<file path="config.mk">
export PLATFORM = sky130hd
export DESIGN_NAME = mig_cmd_issue
export DESIGN_NICKNAME = d
export VERILOG_FILES = /design/src/rtl/mig_cmd_issue.sv
export SDC_FILE = /design/constraint.sdc
export NUM_CORES = 1
export LEC_CHECK = 0
export ABC_AREA = 1
export CELL_PAD_IN_SITES_DETAIL_PLACEMENT = 0
export CELL_PAD_IN_SITES_GLOBAL_PLACEMENT = 2
export CORE_AREA = 2 2 241 243
export CTS_CLUSTER_DIAMETER = 150
export CTS_CLUSTER_SIZE = 12
export DETAILED_ROUTE_END_ITERATION = 16
export DIE_AREA = 0 0 243 245
export PLACE_DENSITY_LB_ADDON = 0.1
export SLEW_MARGIN = 20
export SYNTH_ARGS = -nofsm -noshare
export SYNTH_HDL_FRONTEND = slang
export SYNTH_SLANG_ARGS = --single-unit
export TNS_END_PERCENT = 50
</file>
<file path="constraint.sdc">
create_clock -name clk -period 3.3 [get_ports clk]
set_clock_uncertainty 0.2 [all_clocks]
set_input_delay 0.33 -clock clk [delete_from_list [all_inputs] [get_ports clk]]
set_output_delay 0.33 -clock clk [all_outputs]
set_load 0.005 [all_outputs]
</file>
<file path="src/rtl/mig_cmd_issue.sv">
// Pops single-beat commands from the sync command FIFO and issues them on the MIG UI.
// Limits outstanding reads and returns read beats one cycle after MIG delivers them.
module mig_cmd_issue #(
    parameter int ADDRW  = 28,
    parameter int DATAW  = 128,
    parameter int MASKW  = DATAW / 8,
    parameter int MAX_RD = 4,
    parameter int CNTW   = 3,
    parameter int FW     = 1 + ADDRW + DATAW + MASKW
) (
    input  logic             clk,
    input  logic             rst_n,
    input  logic             init_calib_complete,
    input  logic             fifo_rqempty,
    input  logic [FW-1:0]    fifo_rdata,
    output logic             fifo_rnext,
    output logic             app_en,
    output logic [2:0]       app_cmd,
    output logic [ADDRW-1:0] app_addr,
    input  logic             app_rdy,
    output logic             app_wdf_wren,
    output logic             app_wdf_end,
    output logic [DATAW-1:0] app_wdf_data,
    output logic [MASKW-1:0] app_wdf_mask,
    input  logic             app_wdf_rdy,
    input  logic             app_rd_data_valid,
    input  logic [DATAW-1:0] app_rd_data,
    output logic             rd_valid,
    output logic [DATAW-1:0] rd_data,
    output logic             busy,
    output logic             rd_err
);

    localparam logic [2:0] CMD_WR = 3'b000;
    localparam logic [2:0] CMD_RD = 3'b001;

    typedef enum logic {IDLE, ISSUE} state_t;

    state_t            state_reg;
    logic              cmd_done_reg;
    logic              wdf_done_reg;
    logic [CNTW-1:0]   rd_cnt_reg;

    logic entry_is_rd;
    logic can_pop;
    logic cmd_acc;
    logic wdf_acc;
    logic rd_accept;

    assign entry_is_rd = fifo_rdata[FW-1];
    assign can_pop     = init_calib_complete && !fifo_rqempty &&
                         (!entry_is_rd || (rd_cnt_reg < CNTW'(MAX_RD)));
    assign cmd_acc     = app_en && app_rdy;
    assign wdf_acc     = app_wdf_wren && app_wdf_rdy;
    assign rd_accept   = cmd_acc && (app_cmd == CMD_RD);
    assign busy        = (state_reg != IDLE) || (rd_cnt_reg != '0);

    // The app_* address/data registers double as the holding register: the FIFO head
    // changes right after the pop, so the entry is captured in the same cycle as rnext.
    always_ff @(posedge clk or negedge rst_n) begin
        if (!rst_n) begin
            state_reg    <= IDLE;
            fifo_rnext   <= 1'b0;
            app_en       <= 1'b0;
            app_cmd      <= CMD_WR;
            app_addr     <= '0;
            app_wdf_wren <= 1'b0;
            app_wdf_end  <= 1'b0;
            app_wdf_data <= '0;
            app_wdf_mask <= '0;
            cmd_done_reg <= 1'b0;
            wdf_done_reg <= 1'b0;
        end else begin
            fifo_rnext <= 1'b0;
            unique case (state_reg)
                IDLE: begin
                    if (can_pop) begin
                        fifo_rnext   <= 1'b1;
                        app_cmd      <= entry_is_rd ? CMD_RD : CMD_WR;
                        app_addr     <= fifo_rdata[MASKW+DATAW +: ADDRW];
                        app_wdf_data <= fifo_rdata[MASKW +: DATAW];
                        app_wdf_mask <= fifo_rdata[MASKW-1:0];
                        cmd_done_reg <= 1'b0;
                        wdf_done_reg <= entry_is_rd;
                        state_reg    <= ISSUE;
                    end
                end
                ISSUE: begin
                    if (fifo_rnext) begin
                        // First ISSUE cycle: raise the request strobes.
                        app_en       <= 1'b1;
                        app_wdf_wren <= !wdf_done_reg;
                        app_wdf_end  <= !wdf_done_reg;
                    end else begin
                        if (cmd_acc) begin
                            app_en       <= 1'b0;
                            cmd_done_reg <= 1'b1;
                        end
                        if (wdf_acc) begin
                            app_wdf_wren <= 1'b0;
                            app_wdf_end  <= 1'b0;
                            wdf_done_reg <= 1'b1;
                        end
                        if ((cmd_done_reg || cmd_acc) && (wdf_done_reg || wdf_acc))
                            state_reg <= IDLE;
                    end
                end
                default: state_reg <= IDLE;
            endcase
        end
    end

    // Outstanding-read accounting; a beat with nothing outstanding is flagged, not wrapped.
    always_ff @(posedge clk or negedge rst_n) begin
        if (!rst_n) begin
            rd_cnt_reg <= '0;
            rd_err     <= 1'b0;
        end else begin
            if (app_rd_data_valid && (rd_cnt_reg == '0))
                rd_err <= 1'b1;
            unique case ({rd_accept, app_rd_data_valid})
                2'b10:   rd_cnt_reg <= rd_cnt_reg + CNTW'(1);
                2'b01:   if (rd_cnt_reg != '0) rd_cnt_reg <= rd_cnt_reg - CNTW'(1);
                default: rd_cnt_reg <= rd_cnt_reg;
            endcase
        end
    end

    always_ff @(posedge clk or negedge rst_n) begin
        if (!rst_n) begin
            rd_valid <= 1'b0;
            rd_data  <= '0;
        end else begin
            rd_valid <= app_rd_data_valid;
            rd_data  <= app_rd_data;
        end
    end

endmodule
</file>
Word-level counts from Yosys, hierarchy flattened. Cells that the tools add are included.

Input bits: 308. Bits in registers: 314. Word-level logic and storage cells: 71. Output and inout port bits: 310.

Magnitude comparators: 1. Add/sub/neg operators: 2. Equal/unequal tests: 8. Bitwise operators: 1. Reduce and logical (&&, ||, !) cells: 25. Mux-type cells: 20.

Operator list (count): $mux W1 (15); $reduce_and A2 Y1 (4); $logic_and A1 B1 Y1 (7); $ne A2 B2 Y1 const B (3); $pmux W1 S2 (3); $pmux W3 S2 (1); $reduce_and A3 Y1 (2); $reduce_bool A2 Y1 (3); $logic_or A1 B1 Y1 (4); $ne A2 B1 Y1 const B (2); $add A3 B1 Y3 const B (1); $eq A3 B1 Y1 const B (1); $logic_not A1 Y1 (3); $logic_not A3 Y1 (1); $lt A3 B3 Y1 const B (1); $mux W3 (1); $reduce_bool A3 Y1 (1); $sub A3 B1 Y3 const B (1); $eq A2 B1 Y1 const B (1); $eq A2 B2 Y1 const B (1); $not A1 Y1 (1).

Longest topological paths before layout. Gate-level depths: netlist of the first run.

Depth after elaboration: 6. Gate-level depth with buffers: 10. Depth with buffers taken out: 10.

Least setup slack after synthesis of the first run. OpenSTA, ideal clock, no wires.

Path type: register to register. From: reg app_cmd[0]. To: reg rd_cnt_reg[2]. Cell stages (with the launch flop): 11. Path slack: 1620 ps. Arrival time: 1368 ps. Setup time: 113 ps. Path buffers: 0. Clock period less this slack: 1680 ps. Data required time: 2987 ps. Cells stage by stage: dfrtp_1 > nand3_1 > nand2_1 > inv_1 > fa_1 > inv_1 > nand2_1 > o21ai_0 > nand2_1 > nand2_1 > inv_1.

Longest elaborated chain between the ends: 5. Elaborated cells between the ends (all ways): 8. Classes of those cells: eq/ne: 4; mux: 1; reduce/logical: 3.

RTL lines: start: declaration (line 18) `output logic [2:0] app_cmd,`; start signal: assignment (line 79) `app_cmd <= entry_is_rd ? CMD_RD : CMD_WR;`; $eq A3 B1 Y1 (*) (line 55) `assign rd_accept = cmd_acc && (app_cmd == CMD_RD);`; $logic_and A1 B1 Y1 (*) (line 55); $eq A2 B1 Y1 or $eq A2 B2 Y1 (tied branches) (line 121) `unique case ({rd_accept, app_rd_data_valid})`; $ne A2 B2 Y1 (no source line) or $reduce_bool A2 Y1 (tied branches); $reduce_and A2 Y1 (no source line); end signal: assignment (line 122) `2'b10: rd_cnt_reg <= rd_cnt_reg + CNTW'(1);`; end signal: assignment (line 123) `2'b01: if (rd_cnt_reg != '0) rd_cnt_reg <= rd_cnt_reg - CNTW'(1);`; end signal: assignment (line 124) `default: rd_cnt_reg <= rd_cnt_reg;`; end: declaration (line 42) `logic [CNTW-1:0] rd_cnt_reg;`.

Mark *: on every way between the ends. The rest lies on a longest branch, timed or not. A chain may end at the register's enable or synchronous reset.

Worst setup path in the final report of the first run.
From: reg rd_cnt_reg[0]. To: out busy.

Longest elaborated chain between the ends: 2.

RTL lines: $reduce_bool A3 Y1 (line 56) `assign busy = (state_reg != IDLE) || (rd_cnt_reg != '0);`; $logic_or A1 B1 Y1 (line 56); end: declaration (line 30) `output logic busy,`.

Every way passes these cells.

==> key figures, run 1 <==
Critical path
  • Kind of start point of the critical path: flip-flop
  • CP top delay family: buffers and inverters
  • Worst reg2reg path depth: 5
  • Crit end category: output port
  • Crit-path cells: nor2_1 -> nand2_1 -> inv_1 -> nand2_1 -> clkdlybuf4s50_1
  • Worst Path Arrival: between 1.5 and 2 ns
  • Most used cell, CP: nand2_1
  • CP Buf/Inv Count: 2
  • Critical path depth: 5
  • CP required: roughly 2.8 ns
  • Slowest stage delay, CP: approximately 0.50 ns
  • Setup Crit Path Kind: reg2out
  • CP max stage cell: clkdlybuf4s50_1
  • CP Max Fanout: 3

Place
  • GPL Wtd Cong: between 0.7 and 0.8
  • # placed instances: roughly 2.3k
  • I/O Buffers: 615
  • Post-DP HPWL: 33.96 mm

Clocking
  • CTS tree: built
  • Maximum root-to-sink buffer count: 3
  • Sink Count: about 310
  • H-Tree Depth: 1
  • Worst-path clk slew: around 0.070 ns
  • CTS resizes: 0
  • Total CTS buffers: 29
  • Clock latency on the worst-skew pair: approximately 0.57 ns
  • Clock Tree Root: clkbuf_16

Synth
  • Synth Instances: around 920
  • Adder-Cell Fraction of Synth Area: 0.001949
  • Top cells by area, synth: dfrtp_1, nand2_1, buf_4
  • Syn avg cell area: 11.11 sq um
  • Distinct cells, synth: 20
  • Post-synthesis mux area share: 0.0009747
  • Yosys top cell by area: dfrtp_1
  • Seq cells post-synth: 312
  • Post-Synth XOR/XNOR Area: 0.0008528
  • Largest family of logic cells by synthesized area: simple AND/OR/NAND/NOR gates
  • Synthesized area: roughly 10000 sq um
  • Share of the synthesized area in the top cell type: 0.7602
  • Complex-gate fraction of the synthesized area: 0.003899
  • Simple-gate share of the synthesized area: 0.2020
  • Post-synthesis sequential area ratio: 0.7602
  • Ys Warns: 0

Hold path
  • Worst min-delay path category: in2reg
  • Worst Hold Depth: 1

Timing
  • RSZ-0062 raised after global routing: no
  • TNS Setup: 0 ns
  • Tmin final: 2.353 ns
  • Final Max Slew Viols: 0
  • Slew @ Worst Pin: 0.8542 ns
  • # setup viols final: 0
  • Slew headroom: 0.4306
  • Final Hold Fails: 0
  • Peak Freq: ~0.42 GHz
  • Crit share post-route: 0.7131

Floorplanning
  • Site Rows: between 80 and 90
  • Die area: just under 60000 sq um
  • Die width: roughly 240 um
  • Die height: 245 um
  • Starting Density: 0.1801
  • Ports: slightly above 600
  • Core Box Area: 57030 sq um

Drt
  • Drt pass-1 iters: 6
  • Via/cell ratio: between 3 and 4
  • Antenna viol nets, final: 0
  • DRC errors left: 0
  • Avg WL per Cell: around 18 um
  • DRT iter0 DRCs: slightly above 300
  • Vias: 8859
  • Total wire length: roughly 45 mm

Finish
  • Fillers: about 5.9k
  • Non-Filler Instances: 2442
  • Layout net count: 1987
  • Area delta synth->final: 88.86%
  • Largest registers: app_wdf_data x128, rd_data x128, app_addr x28
  • Ratio of cells with drive above 1 in the final layout: 0.03341

Global route
  • Antenna violations before repair: 6
  • Vias in the first global route: ~9.6k
  • Gr usage total: 0.1488
  • Gr ovfl total: 0
  • First-pass GRT wire length: about 66 mm
  • Largest net degree at the start of global routing: 92

Power and ir drop
  • VDD IR max: roughly 0.4 mV
  • Power per cell area: just under 700 nW/um^2
  • Leakage: between 0.008 and 0.009 uW

Outcome
  • Status: completed

Run
  • Max Cap Viol: 0
==> cell usage after synthesis, drive strengths merged <==
master    n
dfrtp   312
inv      12
fa        1
o31ai     1
nand3     6
a21oi     1
nor2      5
a31oi     1
mux2i     1
o22ai     1
conb      1
clkbuf    2
nand4     2
buf      39
o21ai     3
xnor2     1
nand2   535
==> layout by cell type (no fill, tap or decap), types with 2 or more instances in the layout <==
cell type | netlist | layout
clkdlybuf4s50_1 | 0 | 614
dfrtp_1 | 312 | 312
inv_1 | 10 | 10
buf_4 | 23 | 15
o21ai_0 | 3 | 3
clkbuf_16 | 0 | 29
nor2_1 | 5 | 5
nand2_1 | 535 | 535
nand3_1 | 5 | 5
buf_12 | 0 | 8
nand4_1 | 2 | 2
conb_1 | 1 | 2
dlygate4sd3_1 | 0 | 125
==> where the power goes <==
part | switching, uW | internal, uW | leakage, uW
clock network | 1470 | 1540 | 0.000357
logic | 1890 | 2770 | 0.00469
registers | 617 | 4940 | 0.00377
==> final timing paths <==
path,from,endpoint,slack [ns]
max,rd_cnt_reg[0]$_DFFE_PN0P_,busy,0.95
min,app_rd_data[77],rd_data[77]$_DFF_PN0_,0.06
max reg2reg,state_reg$_DFF_PN0_,app_wdf_data[73]$_DFFE_PN0P_,1.32
min reg2reg,app_wdf_data[101]$_DFFE_PN0P_,app_wdf_data[101]$_DFFE_PN0P_,0.28
min in group asynchronous,rst_n,app_wdf_data[5]$_DFFE_PN0P_,0.17
max in group asynchronous,rst_n,rd_data[126]$_DFF_PN0_,1.87
==> through the flow <==
stage,setup WS (ns),power [uW],util,instance area [sq um],hold WS [ns]
finish,0.9468,13230,0.3401,19400,0.05533
global route,0.8207,14190,0.3401,19400,0.02909
detailed placement,0.7053,10280,0.3054,17420,0.2626
global placement,0.7461,10300,0.3054,17420,0.2510
floorplan,1.620,6851,-,10270,-0.1656
CTS,0.8551,13590,0.3400,19390,0.002088
==> logic make-up after synthesis <==
| kind of cell | after synthesis |
|---|---|
| AOI/OAI and AO/OA | 7 |
| other | 1 |
| xor gates and xnor gates | 1 |
| muxes | 1 |
| buffers and inverters | 53 |
| and+or+nand+nor | 548 |
| adders and majority gates | 1 |
| DFF | 312 |
==> timing repair <==
action / in CTS / in global routing
hold endpoints to repair: 203 / 0
hold buffers: 125 / 0
buffers inserted: 0 / 0
==> final cells by class <==
type                    count  area (sq um)  area share
multi-input cells         560          2168      0.1118
repair buffers            763          7685      0.3962
clock buffers              29         725.7     0.03741
inverters                  12         50.05    0.002580
well taps                 765         957.2     0.04935
flip-flops and latches    312          7807      0.4025
diodes                      1         2.502   0.0001290
==> metal layers <==
metal  vias to the layer above  track usage  wire, um
met1                      4244       0.1624     16640
met2                       275       0.2678     23420
li1                       4269            -         -
met4                        10      0.04313      1176
met5                         -            0        74
met3                        61      0.05653      3740
Power figures use the tool's default switching activity.
==> inputs of run 2 (changes only) <==
CORE_AREA = 2 2 238 240   (was 2 2 241 243)
DIE_AREA = 0 0 240 242   (was 0 0 243 245)
clock period = 2.3 ns   (was 3.3 ns; I/O delays follow)
==> run 2 against run 1 <==
Non-clock buffer count increased by 168. Setup slack got worse by 0.70 ns. Combinational power increased by 48%. Flip-flop and latch count unchanged. Global-route usage increased by 0.79 points. Count of clock-buffer cells in the layout unchanged. First-iteration DRC count increased by 45%. Largest power group unchanged.
==> key figures, run 2 (same netlist as run 1, synthesis figures left out) <==
Outcome
  • Status: completed

Finish
  • Leading cell types in the layout, fill and taps excluded: clkdlybuf4s50_1, nand2_1, dfrtp_1, dlygate4sd3_1, clkbuf_16
  • Finished Core Util: 0.3789 (+0.03885)
  • Commonest non-fill, non-tap cell in the layout: clkdlybuf4s50_1
  • Layout net count: 2155 (+8.5%)
  • Area delta synth->final: 105.6%
  • Ratio of cells with drive above 1 in the final layout: 0.02818 (-0.005229)
  • Final instance area: 21120 sq um (+8.9%)
  • Largest registers: app_wdf_data x128, rd_data x128, app_addr x28

Timing
  • RSZ-0062 raised after global routing: no
  • # setup viols final: 0 (unchanged)
  • Tmin final: roughly 2.0 ns
  • Final Hold Fails: 0 (unchanged)
  • Slew @ Worst Pin: 0.7329 ns (-0.1212 ns)
  • Slew headroom: 0.5114 (+0.08083)
  • Hold_ws: 0.05473 ns (-0.0006007 ns)
  • Peak Freq: roughly 0.49 GHz
  • Crit share post-route: 0.8905
  • Final Max Slew Viols: 0 (unchanged)
  • TNS Setup: 0 ns (unchanged)

Global route
  • Vias in the first global route: 10.41k (+8.4%)
  • First-pass GRT wire length: 68.69 mm (+3.9%)
  • Gr usage total: 0.1568 (+0.007933)
  • Largest net degree at the start of global routing: 80 (-13%)
  • Gr ovfl total: 0 (unchanged)
  • Antenna violations before repair: 5 (-1)

Clocking
  • Post CTS Setup Buffer Count: 0 (unchanged)
  • Clock Tree Root: clkbuf_16
  • H-Tree Depth: 1 (unchanged)
  • Clock latency on the worst-skew pair: 0.57 ns (about the same)
  • CTS tree: built
  • Total CTS buffers: 29 (unchanged)
  • Worst-path clk slew: 0.07 ns (about the same)
  • Maximum root-to-sink buffer count: 3 (unchanged)
  • Sink Count: 312 (unchanged)

Power and ir drop
  • Power per cell area: 910.5 nW/um^2 (+33%)
  • VDD IR max: 0.5507 mV (+40%)
  • Leakage: 0.009526 uW (+8.1%)

Hold path
  • Hold Crit Endpoint: app_wdf_mask[1]$_DFFE_PN0P_
  • Worst Hold Depth: 3 (+2)
  • Worst min-delay path category: in2reg
  • Worst hold start: fifo_rdata[1]

Floorplanning
  • Die area: 58080 sq um (-2.4%)
  • Die height: 242 um (-1.2%)
  • Starting Density: 0.1843 (+0.004204)
  • Site Rows: 87 (-1.1%)
  • Ports: 618 (unchanged)
  • Die width: 240 um (-1.2%)
  • Core Box Area: 55730 sq um (-2.3%)

Critical path
  • FF-to-FF setup slack: 0.43 ns (-0.89 ns)
  • Slowest stage delay, CP: 0.42 ns (-0.08 ns)
  • R2r endpoint: app_wdf_data[93]$_DFFE_PN0P_
  • CP top delay family: flip-flops
  • Setup Crit Path Kind: reg2out
  • CP required: 1.87 ns (-0.90 ns)
  • Worst reg2reg path depth: 5 (unchanged)
  • Kind of start point of the critical path: flip-flop
  • R2R Path Start: state_reg$_DFF_PN0_
  • Most used cell, CP: nand2_1
  • CP Buf/Inv Count: 2 (unchanged)
  • Crit-path cells: nor2_1 -> nand2_1 -> inv_1 -> nand2_1 -> dlygate4sd2_1
  • Crit end category: output port
  • CP Max Fanout: 3 (unchanged)
  • CP max stage cell: dfrtp_1
  • Worst Path Arrival: 1.62 ns (-0.20 ns)
  • Worst Setup SP: rd_cnt_reg[0]$_DFFE_PN0P_

Drt
  • Via/cell ratio: 3.648 (+0.57%)
  • Drt pass-1 iters: 6 (unchanged)
  • Avg WL per Cell: 17.64 um (-4.4%)
  • DRT iter0 DRCs: 442 (+45%)
  • Total wire length: 45.96 mm (+2.0%)
  • Vias: 9504 (+7.3%)
  • DRC errors left: 0 (unchanged)
  • Antenna viol nets, final: 0 (unchanged)

Place
  • I/O Buffers: 615 (unchanged)
  • Placed instance area: 17370 sq um (-0.25%)
  • GPL Wtd Cong: 0.8036 (+0.93%)
  • Post-DP HPWL: 33.67 mm (-0.83%)

Run
  • Max Cap Viol: 0 (unchanged)
## run 2: cell types whose count changed in the layout (fill, tap and decap cells not counted)
cell | previous run | this run
buf_12 | 8 | 10
buf_4 | 15 | 8
clkdlybuf4s50_1 | 614 | 613
diode_2 | 1 | 4
dlygate4sd2_1 | 0 | 1
dlygate4sd3_1 | 125 | 298
inv_6 | 1 | 2
## run 2: tightest hold or removal path, delay by kind of cell
kind | cells | cell delay (ns)
buffers and inverters | 1 | 0.44
and+or+nand+nor | 2 | 0.13
## run 2: repair_timing
item                                   in CTS  in global routing
setup endpoints to repair                   1                  0
resized for setup                           1                  0
hold buffers                              299                  0
endpoints found under the hold margin     609                  0
## run 2: worst max-delay path by stage
stage | to | cells after the start
6_report | busy | 5
3_5_place_dp | app_wdf_data[118]$_DFFE_PN0P_ | 6
5_1_grt | busy | 5
4_1_cts | busy | 5
3_3_place_gp | app_wdf_data[95]$_DFFE_PN0P_ | 6
2_1_floorplan | rd_cnt_reg[2]$_DFFE_PN0P_ | 10
## run 2: power by group
part           internal [uW]  switching (uW)  leakage (uW)
registers               7090             883       0.00377
logic                   4160            2760       0.00539
clock network           2210            2120      0.000362
## run 2: routing by layer
metal	up-vias	routed length, um	global-route usage
li1	4621	-	-
met1	4525	17980	0.1833
met2	302	23150	0.2726
met3	54	3656	0.05219
met4	2	1158	0.04256
met5	-	12	0
## run 2: cell type report
| cell class | instances | area, sq um |
|---|---|---|
| Clock inverter | 1 | 8.758 |
| Timing Repair Buffer | 931 | 9403 |
| Inverter | 12 | 50.05 |
| Clock buffer | 29 | 725.7 |
| Antenna cell | 4 | 10.01 |
| Sequential cell | 312 | 7807 |
| Multi-Input combinational cell | 560 | 2168 |
| Tap cell | 756 | 945.9 |
| Fill cell | 5630 | 34610 |
## run 2: stage by stage
step,std cells,worst slack (ns),total power [uW]
final,2605,0.2517,19230
after CTS,2601,0.1796,19750
after global placement,2272,0.1285,14720
after floorplan,925,0.6195,9829
after detailed placement,2272,0.08269,14720
after global routing,2605,0.1304,20650
